`src/rtl/voltmeter_pkg.sv`:
```
// Shared widths, FSM state encoding and the shift-add-3 step for the
// averaging voltmeter.
package voltmeter_pkg;

  localparam int SAMPLE_W = 12;
  localparam int MV_W     = 13;
  localparam int BCD_W    = 16;
  localparam int PROD_W   = 25;

  typedef enum logic [1:0] {
    ACCUM   = 2'd0,
    SCALE   = 2'd1,
    CONVERT = 2'd2,
    DONE    = 2'd3
  } state_t;

  // One double-dabble step: correct every digit >= 5, then shift in the next binary bit.
  function automatic logic [BCD_W-1:0] bcd_shift(input logic [BCD_W-1:0] bcd,
                                                 input logic             bit_in);
    logic [BCD_W-1:0] adj;
    adj = bcd;
    for (int d = 0; d < BCD_W / 4; d++) begin
      if (adj[d*4 +: 4] >= 4'd5) adj[d*4 +: 4] = adj[d*4 +: 4] + 4'd3;
    end
    return (adj << 1) | BCD_W'(bit_in);
  endfunction

endpackage

```
`src/rtl/bin2bcd_seq.sv`:
```
// Iterative binary-to-BCD converter, one bit per clock, MSB first.
// done is high in the cycle whose closing edge shifts in the final bit.
module bin2bcd_seq
  import voltmeter_pkg::*;
(
  input  logic             clk,
  input  logic             rst,
  input  logic             start,
  input  logic [MV_W-1:0]  bin,
  output logic             done,
  output logic [BCD_W-1:0] bcd
);

  logic [MV_W-1:0]  shreg;
  logic [BCD_W-1:0] bcd_q;
  logic [3:0]       cnt;

  // start while idle loads the operand and already consumes its MSB
  always_ff @(posedge clk or posedge rst) begin
    if (rst) begin
      shreg <= '0;
      bcd_q <= '0;
      cnt   <= '0;
    end else if (start && (cnt == 4'd0)) begin
      bcd_q <= bcd_shift('0, bin[MV_W-1]);
      shreg <= bin << 1;
      cnt   <= 4'(MV_W - 1);
    end else if (cnt != 4'd0) begin
      bcd_q <= bcd_shift(bcd_q, shreg[MV_W-1]);
      shreg <= shreg << 1;
      cnt   <= cnt - 4'd1;
    end
  end

  assign done = (cnt == 4'd1);
  assign bcd  = bcd_q;

endmodule

```
`src/rtl/voltage_averager_bcd.sv`:
```
// Averages 2^AVG_LOG2 ADC samples, scales to millivolts and presents the
// result in binary and as four BCD digits.
module voltage_averager_bcd
  import voltmeter_pkg::*;
#(
  parameter int AVG_LOG2 = 4,
  parameter int VREF_MV  = 5000
) (
  input  logic                MAX10_CLK1_50,
  input  logic                reset,
  input  logic                sample_valid,
  input  logic [SAMPLE_W-1:0] sample_data,
  output logic [MV_W-1:0]     mv_value,
  output logic [BCD_W-1:0]    bcd_value,
  output logic                result_valid,
  output logic                busy,
  output logic                overrun
);

  localparam int ACC_W = SAMPLE_W + AVG_LOG2;

  state_t              state, state_next;
  logic [ACC_W-1:0]    acc;
  logic [ACC_W-1:0]    sum;
  logic [AVG_LOG2-1:0] cnt;
  logic [SAMPLE_W-1:0] avg;
  logic [MV_W-1:0]     mv;
  logic [MV_W-1:0]     mv_next;
  logic [PROD_W-1:0]   prod;
  logic                accept;
  logic                last_sample;
  logic                conv_start;
  logic                conv_done;
  logic [BCD_W-1:0]    conv_bcd;

  assign accept      = sample_valid && (state == ACCUM);
  assign last_sample = accept && (cnt == '1);
  assign sum         = acc + ACC_W'(sample_data);
  assign prod        = PROD_W'(avg) * PROD_W'(VREF_MV);
  assign mv_next     = MV_W'(prod >> SAMPLE_W);

  always_comb begin
    state_next = state;
    conv_start = 1'b0;
    busy       = 1'b1;
    case (state)
      ACCUM: begin
        busy = 1'b0;
        if (last_sample) state_next = SCALE;
      end
      SCALE:   state_next = CONVERT;
      CONVERT: begin
        conv_start = 1'b1;
        if (conv_done) state_next = DONE;
      end
      DONE:    state_next = ACCUM;
      default: state_next = ACCUM;
    endcase
  end

  always_ff @(posedge MAX10_CLK1_50 or posedge reset) begin
    if (reset) begin
      state <= ACCUM;
    end else begin
      state <= state_next;
    end
  end

  // The window-completing sample is folded into avg directly, never stored in acc.
  always_ff @(posedge MAX10_CLK1_50 or posedge reset) begin
    if (reset) begin
      acc <= '0;
      cnt <= '0;
      avg <= '0;
      mv  <= '0;
    end else begin
      if (accept) begin
        if (last_sample) begin
          avg <= SAMPLE_W'(sum >> AVG_LOG2);
          acc <= '0;
          cnt <= '0;
        end else begin
          acc <= sum;
          cnt <= cnt + 1'b1;
        end
      end
      if (state == SCALE) mv <= mv_next;
    end
  end

  always_ff @(posedge MAX10_CLK1_50 or posedge reset) begin
    if (reset) begin
      mv_value     <= '0;
      bcd_value    <= '0;
      result_valid <= 1'b0;
      overrun      <= 1'b0;
    end else begin
      result_valid <= (state == DONE);
      overrun      <= sample_valid && (state != ACCUM);
      if (state == DONE) begin
        mv_value  <= mv;
        bcd_value <= conv_bcd;
      end
    end
  end

  bin2bcd_seq u_bin2bcd (
    .clk   (MAX10_CLK1_50),
    .rst   (reset),
    .start (conv_start),
    .bin   (mv),
    .done  (conv_done),
    .bcd   (conv_bcd)
  );

endmodule

```
`config.mk`:
```
export PLATFORM = sky130hd
export DESIGN_NAME = voltage_averager_bcd
export DESIGN_NICKNAME = d
export VERILOG_FILES = /design/src/rtl/voltmeter_pkg.sv /design/src/rtl/bin2bcd_seq.sv /design/src/rtl/voltage_averager_bcd.sv
export SDC_FILE = /design/constraint.sdc
export NUM_CORES = 1
export LEC_CHECK = 0
export ABC_CLOCK_PERIOD_IN_PS = 11000
export BUFFER_PORTS_ARGS = -buffer_cell sky130_fd_sc_hd__buf_2
export CAP_MARGIN = 20
export CORE_ASPECT_RATIO = 1.75
export CORE_MARGIN = 1.5
export CORE_UTILIZATION = 50
export CTS_CLUSTER_SIZE = 20
export DETAILED_ROUTE_END_ITERATION = 8
export PLACE_DENSITY = 0.75
export SLEW_MARGIN = 5
export SYNTH_ARGS = -nofsm -noshare
export SYNTH_HDL_FRONTEND = slang
export SYNTH_SLANG_ARGS = --single-unit
```
`constraint.sdc`:
```
create_clock -name MAX10_CLK1_50 -period 11 [get_ports MAX10_CLK1_50]
set_clock_uncertainty 0.05 [all_clocks]
set_input_delay 1.1 -clock MAX10_CLK1_50 [delete_from_list [all_inputs] [get_ports MAX10_CLK1_50]]
set_output_delay 1.1 -clock MAX10_CLK1_50 [all_outputs]
set_load 0.01 [all_outputs]
```
==> Word-level counts from Yosys, hierarchy flattened <==
Cells that the tools add are included.
{ "op_classes": {"addsub": 7, "mul": 1, "div_mod_pow": 0, "n_lt_le_gt_ge": 4, "n_eq_ne": 7, "n_shift": 0, "mux": 25, "bitwise": 1, "n_reduce_logical": 11} }
{ "op_table": {"columns": ["cell", "count"], "rows": [
  ["$mux W16", 3],
  ["$mux W4", 12],
  ["$mux W13", 2],
  ["$mul A12 B10 Y22 const B", 1],
  ["$add A16 B12 Y16", 1],
  ["$ge A4 B3 Y1 const B", 4],
  ["$or A16 B1 Y16", 1],
  ["$add A4 B2 Y4 const B", 3],
  ["$mux W3", 3],
  ["$pmux W2 S4", 1],
  ["$add A4 B1 Y4 const B", 1],
  ["$eq A2 B2 Y1 const B", 2],
  ["$eq A4 B1 Y1 const B", 1],
  ["$eq A4 B4 Y1 const B", 1],
  ["$logic_and A1 B1 Y1", 4],
  ["$logic_not A4 Y1", 1],
  ["$mux W2", 2],
  ["$ne A2 B2 Y1 const B", 2],
  ["$reduce_and A2 Y1", 2],
  ["$reduce_bool A2 Y1", 2],
  ["$reduce_bool A4 Y1", 1],
  ["$sub A4 B1 Y4 const B", 1],
  ["$add A3 B2 Y3 const B", 1],
  ["$eq A2 B1 Y1 const B", 1],
  ["other kinds (2)", 3]
]} }
{ "totals": {"ff_bits": 111, "latch_bits": 0, "mem_bits_rw": 0, "rom_bits": 0, "in_bits": 15, "out_inout_bits": 32, "memories": 0} }

==> Longest topological paths before layout <==
Gate-level depths: netlist of run 1.
{ "logic_depth": {"word_depth": 7, "mapped_depth": 19} }

==> Cells and area by module <==
Synthesis of run 1 repeated with hierarchy kept, for this count alone.
{ "unflattened": {"cells_unflattened": 683, "hier_area_um2": 7160.6} }
{ "by_module_without_submodules": {"columns": ["module", "instances", "cells_each", "area_per_inst_um2", "seq_area_each_um2"], "rows": [
  ["voltage_averager_bcd", 1, 515, 5436.5, 1951.9],
  ["bin2bcd_seq", 1, 168, 1724.2, 800.8]
]} }

==> Worst setup path after synthesis of run 1 <==
No wires, ideal clock.
{ "synth_path": {"kind": "register to register", "start": "register avg[5]", "end": "register mv[10]", "setup_ns": 0.120, "arrival_time_ns": 4.227, "slack_ns": 6.603, "path_stages_with_launch": 18, "path_buffers": 0, "period_less_slack_ns": 4.397, "cell_sequence": "dfrtp_1 -> inv_1 -> fa_1 -> inv_1 -> ha_1 -> fa_1 -> ha_1 -> inv_1 -> fa_1 -> inv_1 -> ha_1 -> a21o_1 -> a21oi_1 -> o21a_1 -> a31oi_4 -> a21o_1 -> or2_1 -> a31o_1"} }
{ "synth_between": {"elab_chain_cells": 1} }
{ "synth_lines": {"columns": ["element", "line", "rtl"], "rows": [
  ["from (decl)", "voltage_averager_bcd.sv:26", "logic [SAMPLE_W-1:0] avg;"],
  ["from (signal assigned)", "voltage_averager_bcd.sv:79", "avg <= SAMPLE_W'(sum >> AVG_LOG2);"],
  ["$mul A12 B10 Y22", "voltage_averager_bcd.sv:39", "assign prod = PROD_W'(avg) * PROD_W'(VREF_MV);"],
  ["to (signal assigned)", "voltage_averager_bcd.sv:87", "if (state == SCALE) mv <= mv_next;"],
  ["to (decl)", "voltage_averager_bcd.sv:27", "logic [MV_W-1:0] mv;"]
]} }
No other way between the ends.
A chain may end at the register's enable or synchronous reset.

==> Worst setup path in the final report of run 1 <==
{ "layout_path": {"start": "register avg[7]", "end": "register mv[10]"} }
The elaborated chain is that of the path after synthesis.

==> flow_metrics.env, run 1 <==
export IMPL_crit_slowest_cell="fa_1"
export IMPL_crit_path_leading_delay_family="adder cells"
export IMPL_criticalPathCategory="reg -> reg"
export IMPL_detail_route_drc_violations=0
export IMPL_max_clock_freq_ghz=0.213
export IMPL_synth_cell_area_sq_um=7000
export IMPL_grt_first_pass_wirelength_um=23800
export IMPL_dpl_instance_area_sq_um=7410
export IMPL_grt_overflow_total=0
export IMPL_worstMarginPinSlew_ns=0.888
export IMPL_final_area_sq_um=7750
export IMPL_areaGrowthSynthToFinish_pct=10.7
export IMPL_cp_buffers_inverters=4
export IMPL_cp_end_kind="flip-flop"
export IMPL_overall_global_routing_usage_pct=19.9
export IMPL_critical_path_startpoint_type="flip-flop"
export IMPL_min_period_over_period_pct=42.6
export IMPL_cts_buffer_depth=2
export IMPL_fp_dieH_um=160
export IMPL_mostFrequentLayoutCells="110 x dfrtp_1, 91 x inv_1, 83 x ha_1"
export IMPL_avgViaCountPerCell=5.47
export IMPL_synth_simple_gate_area_share_pct=8.21
export IMPL_postSynthNetCount=799
export IMPL_clkSinkCount=110
export IMPL_maximum_capacitance_violations=0
export IMPL_synth_xor_area_share_pct=3.75
export IMPL_antenna_cells_inserted=0
export IMPL_route_final_wire_length_um=13700
export IMPL_synth_warn=0
export IMPL_post_route_min_period_ns=4.69
export IMPL_first_iteration_detailed_routing_drc_count=134
export IMPL_post_synthesis_cells=678
export IMPL_core_area_sq_um=13800
export IMPL_fill_cells=1181
export IMPL_place_ws_ns=6.30
export IMPL_timing_critical_path_slowest_cell_delay_ns=0.50
export IMPL_synth_yosys_seq_area_share_pct=39.3
export IMPL_slew_headroom_pct=40.6
export IMPL_maxSlewViolCount=0
export IMPL_finalSetupViolations=0
export IMPL_root_buffer="clkbuf_16"
export IMPL_synth_cell_type_count=49
export IMPL_ys_top_cells_by_area="dfrtp_1 39%, ha_1 15%, fa_1 6.6%"
export IMPL_fin_ws_ns=6.31
export IMPL_die_width_um=92.4
export IMPL_final_common_cell="dfrtp_1"
export IMPL_report_final_hold_viol_count=0
export IMPL_nNetsFinal=840
export IMPL_synth_compound_area_share_pct=12.5
export IMPL_yosysTopAreaCellShare_pct=39.3
export IMPL_async_flop_share_pct=100
export IMPL_ys_dominant_reg_cell="dfrtp_1"
export IMPL_place_hpwl_um=10500
export IMPL_number_of_rows_created_at_floorplan=57
export IMPL_timing_critical_path_cells="inv_1, fa_1, inv_1, ha_1, fa_1, ha_1, inv_1, fa_1, inv_1, ha_1, a21o_1, a21oi_1, o21a_1, a31oi_4, a21o_1, or2_1, a31o_1"
export IMPL_clock_insertion_delay_worst_skew_ns=0.35
export IMPL_synth_avg_cell_area_sq_um=10.3
export IMPL_area_enclosed_by_the_die_boundary_sq_um=14700
export IMPL_cts_hold_fix_buffers=0
export IMPL_register_bit_count_reported_by_yosys=110
export IMPL_synth_edff_count=0
export IMPL_worstPathRequired_ns=11.19
export IMPL_multi_input_comb_area_sq_um=3820
export IMPL_first_global_vias=5132
export IMPL_design_portCount=47
export IMPL_totalNegativeSetupSlack_ns=0
export IMPL_grt_antenna_before_repair=0
export IMPL_cts_repair_timing_setup_buffer_count=0
export IMPL_synthMuxAreaShare_pct=8.76
export IMPL_critical_path_arrival_ns=4.88
export IMPL_firstDrtPassIters=4
export IMPL_dr_total_vias=4925
export IMPL_synth_top_family_by_area="adder cells"
export IMPL_status="finished, final reports clean"
export IMPL_rsz0062_at_grt="no"
export IMPL_maximum_fanout_encountered_on_the_critical_timing_path=4
export IMPL_crit_top_cell="inv_1"
export IMPL_start_util_pct=50.8
export IMPL_ctsHtreeMaxLevel=3
export IMPL_reg_clk_slew_reported_paths_ns=0.08
export IMPL_postRouteAntennaNets=0
export IMPL_cts_tree="built"
export IMPL_final_layout_size_suffix_gt1_share_pct=16.0
export IMPL_routabilityCongestion=0.833
export IMPL_port_buffers=46
export IMPL_finalHoldWorstSlack_ns=0.432
export IMPL_cts_inserted_buffers=9
export IMPL_grt_start_max_net_pins=68
export IMPL_post_cts_resized_instances=0
export IMPL_synthAdderAreaFrac_pct=21.4
export IMPL_timing_hold_worst_class="reg -> reg"
export IMPL_wl_per_cell_um=15.2
export IMPL_synth_top_area_cell="dfrtp_1"
export IMPL_ff_latch_area_sq_um=2750
-- final cells by class --
cell class,instances,share of cell area [%]
sequential,110,35.5
clock buffer,9,2.91
clock inverter,7,1.52
multi-input combinational,456,49.3
tap,177,2.86
inverter,92,4.49
timing repair buffer,50,3.36
-- state kept, by name, indices dropped and copies added (netlist names) --
name	count
u_bin2bcd.bcd	16
u_bin2bcd.cnt	4
state	2
acc	16
cnt	4
u_bin2bcd.shreg	12
mv_value	13
mv	13
bcd_value	16
overrun	1
result_valid	1
avg	12
-- tightest hold or removal path, cell delays in order (launching register included) --
cell     delay (ns)
dfrtp_1        0.34
nand2_1        0.05
o21ai_0        0.06
-- kinds of logic (layout without fill, tap and decap cells) --
group                      Yosys count  in the layout
and+or+nand+nor                    129            129
AOI/OAI and AO/OA                  135            135
adders and majority gates          106            106
DFF                                110            110
muxes                               56             56
buffers and inverters              112            158
xor gates and xnor gates            30             30
-- stage by stage --
step,std cells,utilization [%]
after floorplan,678,-
after global placement,885,53.8
after detailed placement,885,53.8
after CTS,901,56.3
after global routing,901,56.3
final,901,56.3
-- path summary, 6_finish.rpt --
path	to	slack [ns]	start	depth (start not counted)
max	mv[10]	6.31	avg[7]	17
min	u_bin2bcd.bcd[0]	0.43	u_bin2bcd.shreg[12]	2
max reg2reg	mv[10]	6.31	avg[7]	17
min reg2reg	u_bin2bcd.bcd[0]	0.43	u_bin2bcd.shreg[12]	2
max in group asynchronous	mv_value[5]	8.89	reset	3
min in group asynchronous	state[0]	0.74	reset	2
-- Yosys cell counts, types with 3 or more instances --
master    number
nand2b_1       5
nand3_1       12
dfrtp_1      110
o21ai_1       25
mux2i_1       17
mux2_2        38
a22oi_1        3
xnor2_1       25
ha_1          83
inv_1         92
o31ai_1        9
nor2b_1        6
nand2_1       58
nand4_1        4
a21oi_1       41
o21ai_0       23
a22o_1         8
a31o_1         3
nor2_1        30
fa_1          23
and2_1         3
a32o_1         4
buf_1          3
clkbuf_1      16
xor2_1         5
-- per-layer routing --
metal  GRT usage, %  part of all wire, %
met5              0                    0
met4           5.66                  1.6
met3           2.44                  2.3
met2           38.5                   57
met1           22.0                   39
Power of run 1 is left out: the tool's default activity adds up to more than one toggle a clock period on the data nets, which glitch-free logic cannot reach.
==> run 2, diff against run 1 <==
--- a/config.mk
+++ b/config.mk
@@ -5,7 +5,7 @@
 export SDC_FILE = /design/constraint.sdc
 export NUM_CORES = 1
 export LEC_CHECK = 0
-export ABC_CLOCK_PERIOD_IN_PS = 11000
+export ABC_CLOCK_PERIOD_IN_PS = 4600
 export BUFFER_PORTS_ARGS = -buffer_cell sky130_fd_sc_hd__buf_2
 export CAP_MARGIN = 20
 export CORE_ASPECT_RATIO = 1.75
==> constraint.sdc (replaced) <==
create_clock -name MAX10_CLK1_50 -period 4.6 [get_ports MAX10_CLK1_50]
set_clock_uncertainty 0.05 [all_clocks]
set_input_delay 0.46 -clock MAX10_CLK1_50 [delete_from_list [all_inputs] [get_ports MAX10_CLK1_50]]
set_output_delay 0.46 -clock MAX10_CLK1_50 [all_outputs]
set_load 0.01 [all_outputs]
==> run 2 against run 1 <==
Compared with the run above:
- via count up 0.32%
- critical endpoint unchanged
- worst hold slack got worse by 0.13 ns
- global-route usage increased by 0.63 points
- core utilization rose by 0.69 points
- fmax rose by 5.8%
- count of clock-buffer cells in the layout is the same
- die area stayed put
- critical path type unchanged
- sequential share of layout area is 0.43 points lower
==> flow_metrics.env, run 2 (same netlist as run 1, synthesis figures left out) <==
export IMPL_final_common_cell="dfrtp_1"
export IMPL_cts_inserted_buffers=9
export IMPL_timing_hold_worst_class="in -> reg"
export IMPL_grt_first_pass_wirelength_um=24400
export IMPL_maximum_fanout_encountered_on_the_critical_timing_path=4
export IMPL_die_width_um=92.4
export IMPL_worstPathRequired_ns=4.79
export IMPL_place_ws_ns=-0.0627
export IMPL_worstMarginPinSlew_ns=0.852
export IMPL_first_global_vias=5370
export IMPL_mostFrequentLayoutCells="110 x dfrtp_1, 88 x inv_1, 83 x ha_1"
export IMPL_maxSlewViolCount=0
export IMPL_multi_input_comb_area_sq_um=3830
export IMPL_timing_critical_path_slowest_cell_delay_ns=0.53
export IMPL_avgViaCountPerCell=5.40
export IMPL_postRouteAntennaNets=0
export IMPL_report_final_hold_viol_count=0
export IMPL_timing_critical_path_cells="inv_2, fa_1, inv_1, ha_1, inv_1, fa_1, inv_1, ha_1, inv_1, fa_1, inv_1, ha_1, a21o_1, a21oi_2, o21a_1, a31oi_4, a21o_1, or2_1, a31o_1"
export IMPL_grt_start_max_net_pins=83
export IMPL_ff_latch_area_sq_um=2750
export IMPL_clkSinkCount=110
export IMPL_min_period_over_period_pct=96.2
export IMPL_number_of_rows_created_at_floorplan=57
export IMPL_clock_insertion_delay_worst_skew_ns=0.36
export IMPL_routabilityCongestion=0.881
export IMPL_cts_tree="built"
export IMPL_core_area_sq_um=13800
export IMPL_overall_global_routing_usage_pct=20.5
export IMPL_status="finished, final reports clean"
export IMPL_areaGrowthSynthToFinish_pct=12.1
export IMPL_route_final_wire_length_um=13900
export IMPL_wl_per_cell_um=15.2
export IMPL_design_portCount=47
export IMPL_start_util_pct=50.8
export IMPL_port_buffers=46
export IMPL_nNetsFinal=854
export IMPL_fp_dieH_um=160
export IMPL_fin_ws_ns=0.173
export IMPL_criticalPathCategory="reg -> reg"
export IMPL_finalSetupViolations=0
export IMPL_antenna_cells_inserted=0
export IMPL_rsz0062_at_grt="no"
export IMPL_critical_path_startpoint_type="flip-flop"
export IMPL_detail_route_wirelength_met1_um=5330
export IMPL_reg_clk_slew_reported_paths_ns=0.08
export IMPL_crit_top_cell="inv_1"
export IMPL_grt_antenna_before_repair=0
export IMPL_met2RoutedLength_um=7990
export IMPL_crit_path_leading_delay_family="adder cells"
export IMPL_highest_layer="met4"
export IMPL_fill_cells=1171
export IMPL_detail_route_drc_violations=0
export IMPL_cts_buffer_depth=2
export IMPL_cp_buffers_inverters=6
export IMPL_ctsHtreeMaxLevel=3
export IMPL_final_layout_size_suffix_gt1_share_pct=18.2
export IMPL_maximum_capacitance_violations=0
export IMPL_cp_end_kind="flip-flop"
export IMPL_first_iteration_detailed_routing_drc_count=154
export IMPL_dr_total_vias=4941
export IMPL_reg2reg_setup_slack_ns=0.17
export IMPL_grt_overflow_total=0
export IMPL_root_buffer="clkbuf_16"
export IMPL_crit_slowest_cell="fa_1"
export IMPL_post_route_min_period_ns=4.43
export IMPL_max_clock_freq_ghz=0.226
export IMPL_slew_headroom_pct=43.0
export IMPL_met3RoutedLength_um=275
export IMPL_firstDrtPassIters=7
export IMPL_place_hpwl_um=10800
export IMPL_area_enclosed_by_the_die_boundary_sq_um=14700
export IMPL_critical_path_arrival_ns=4.62
[run 2: changes by cell type in the layout (fill, tap and decap cells not counted)]
cell	change
inv_8	+1
bufinv_16	-2
clkinv_4	+1
a21oi_1	-1
dlygate4sd3_1	+1
inv_1	-3
o21ai_1	-1
buf_4	+12
o21ai_2	+1
buf_16	+1
a21oi_2	+1
inv_2	+3
[run 2: per-layer routing]
layer	vias to the layer above	global-route usage [%]
met3	26	2.91
met2	78	39.3
met1	2434	21.6
met5	-	0
met4	0	8.32
li1	2403	-
[run 2: cell type report]
class,count,share of cell area [%]
well taps,177,2.82
flip-flops and latches,110,35.1
inverters,92,4.43
multi-input cells,456,48.8
clock inverters,7,0.989
repair buffers,64,4.94
clock buffers,9,2.87
[run 2: worst reg2reg max path: cells and delay by family, from the launching register on]
kind | cells | cell delay, ns
AO/OA/AOI/OAI | 6 | 1.08
adder cells (fa/ha/maj) | 6 | 2.28
buffers and inverters | 6 | 0.29
flip-flops | 1 | 0.38
AND/OR/NAND/NOR | 1 | 0.22
[run 2: final timing paths]
kind / to / startpoint / cells after the start
worst max-delay path: mv[10] / avg[4] / 19
worst min-delay path: overrun / sample_valid / 2
worst max register to register: mv[10] / avg[4] / 19
worst min register to register: u_bin2bcd.shreg[11] / u_bin2bcd.shreg[10] / 2
max in group asynchronous: mv[10] / reset / 5
min in group asynchronous: state[0] / reset / 3
[run 2: timing repair]
action / CTS / global route
pin swaps: 1 / 5
hold buffers: 0 / 1
gates resized for setup: 1 / 4
endpoints found under the setup margin: 2 / 4
buffers inserted: 0 / 7
endpoints found under the hold margin: 0 / 12
[run 2: metrics by stage]
stage          instance area, sq um  hold WS, ns  instances  utilization [%]  TNS, ns
2_1_floorplan                  7000        0.393        678                -        0
3_3_place_gp                   7440        0.407        890             54.1        0
3_5_place_dp                   7440        0.418        890             54.1  -0.0627
4_1_cts                        7750        0.301        906             56.3        0
5_1_grt                        7840        0.320        915             57.0        0
6_report                       7840        0.302        915             57.0        0
Power of run 2 is left out for the same reason.
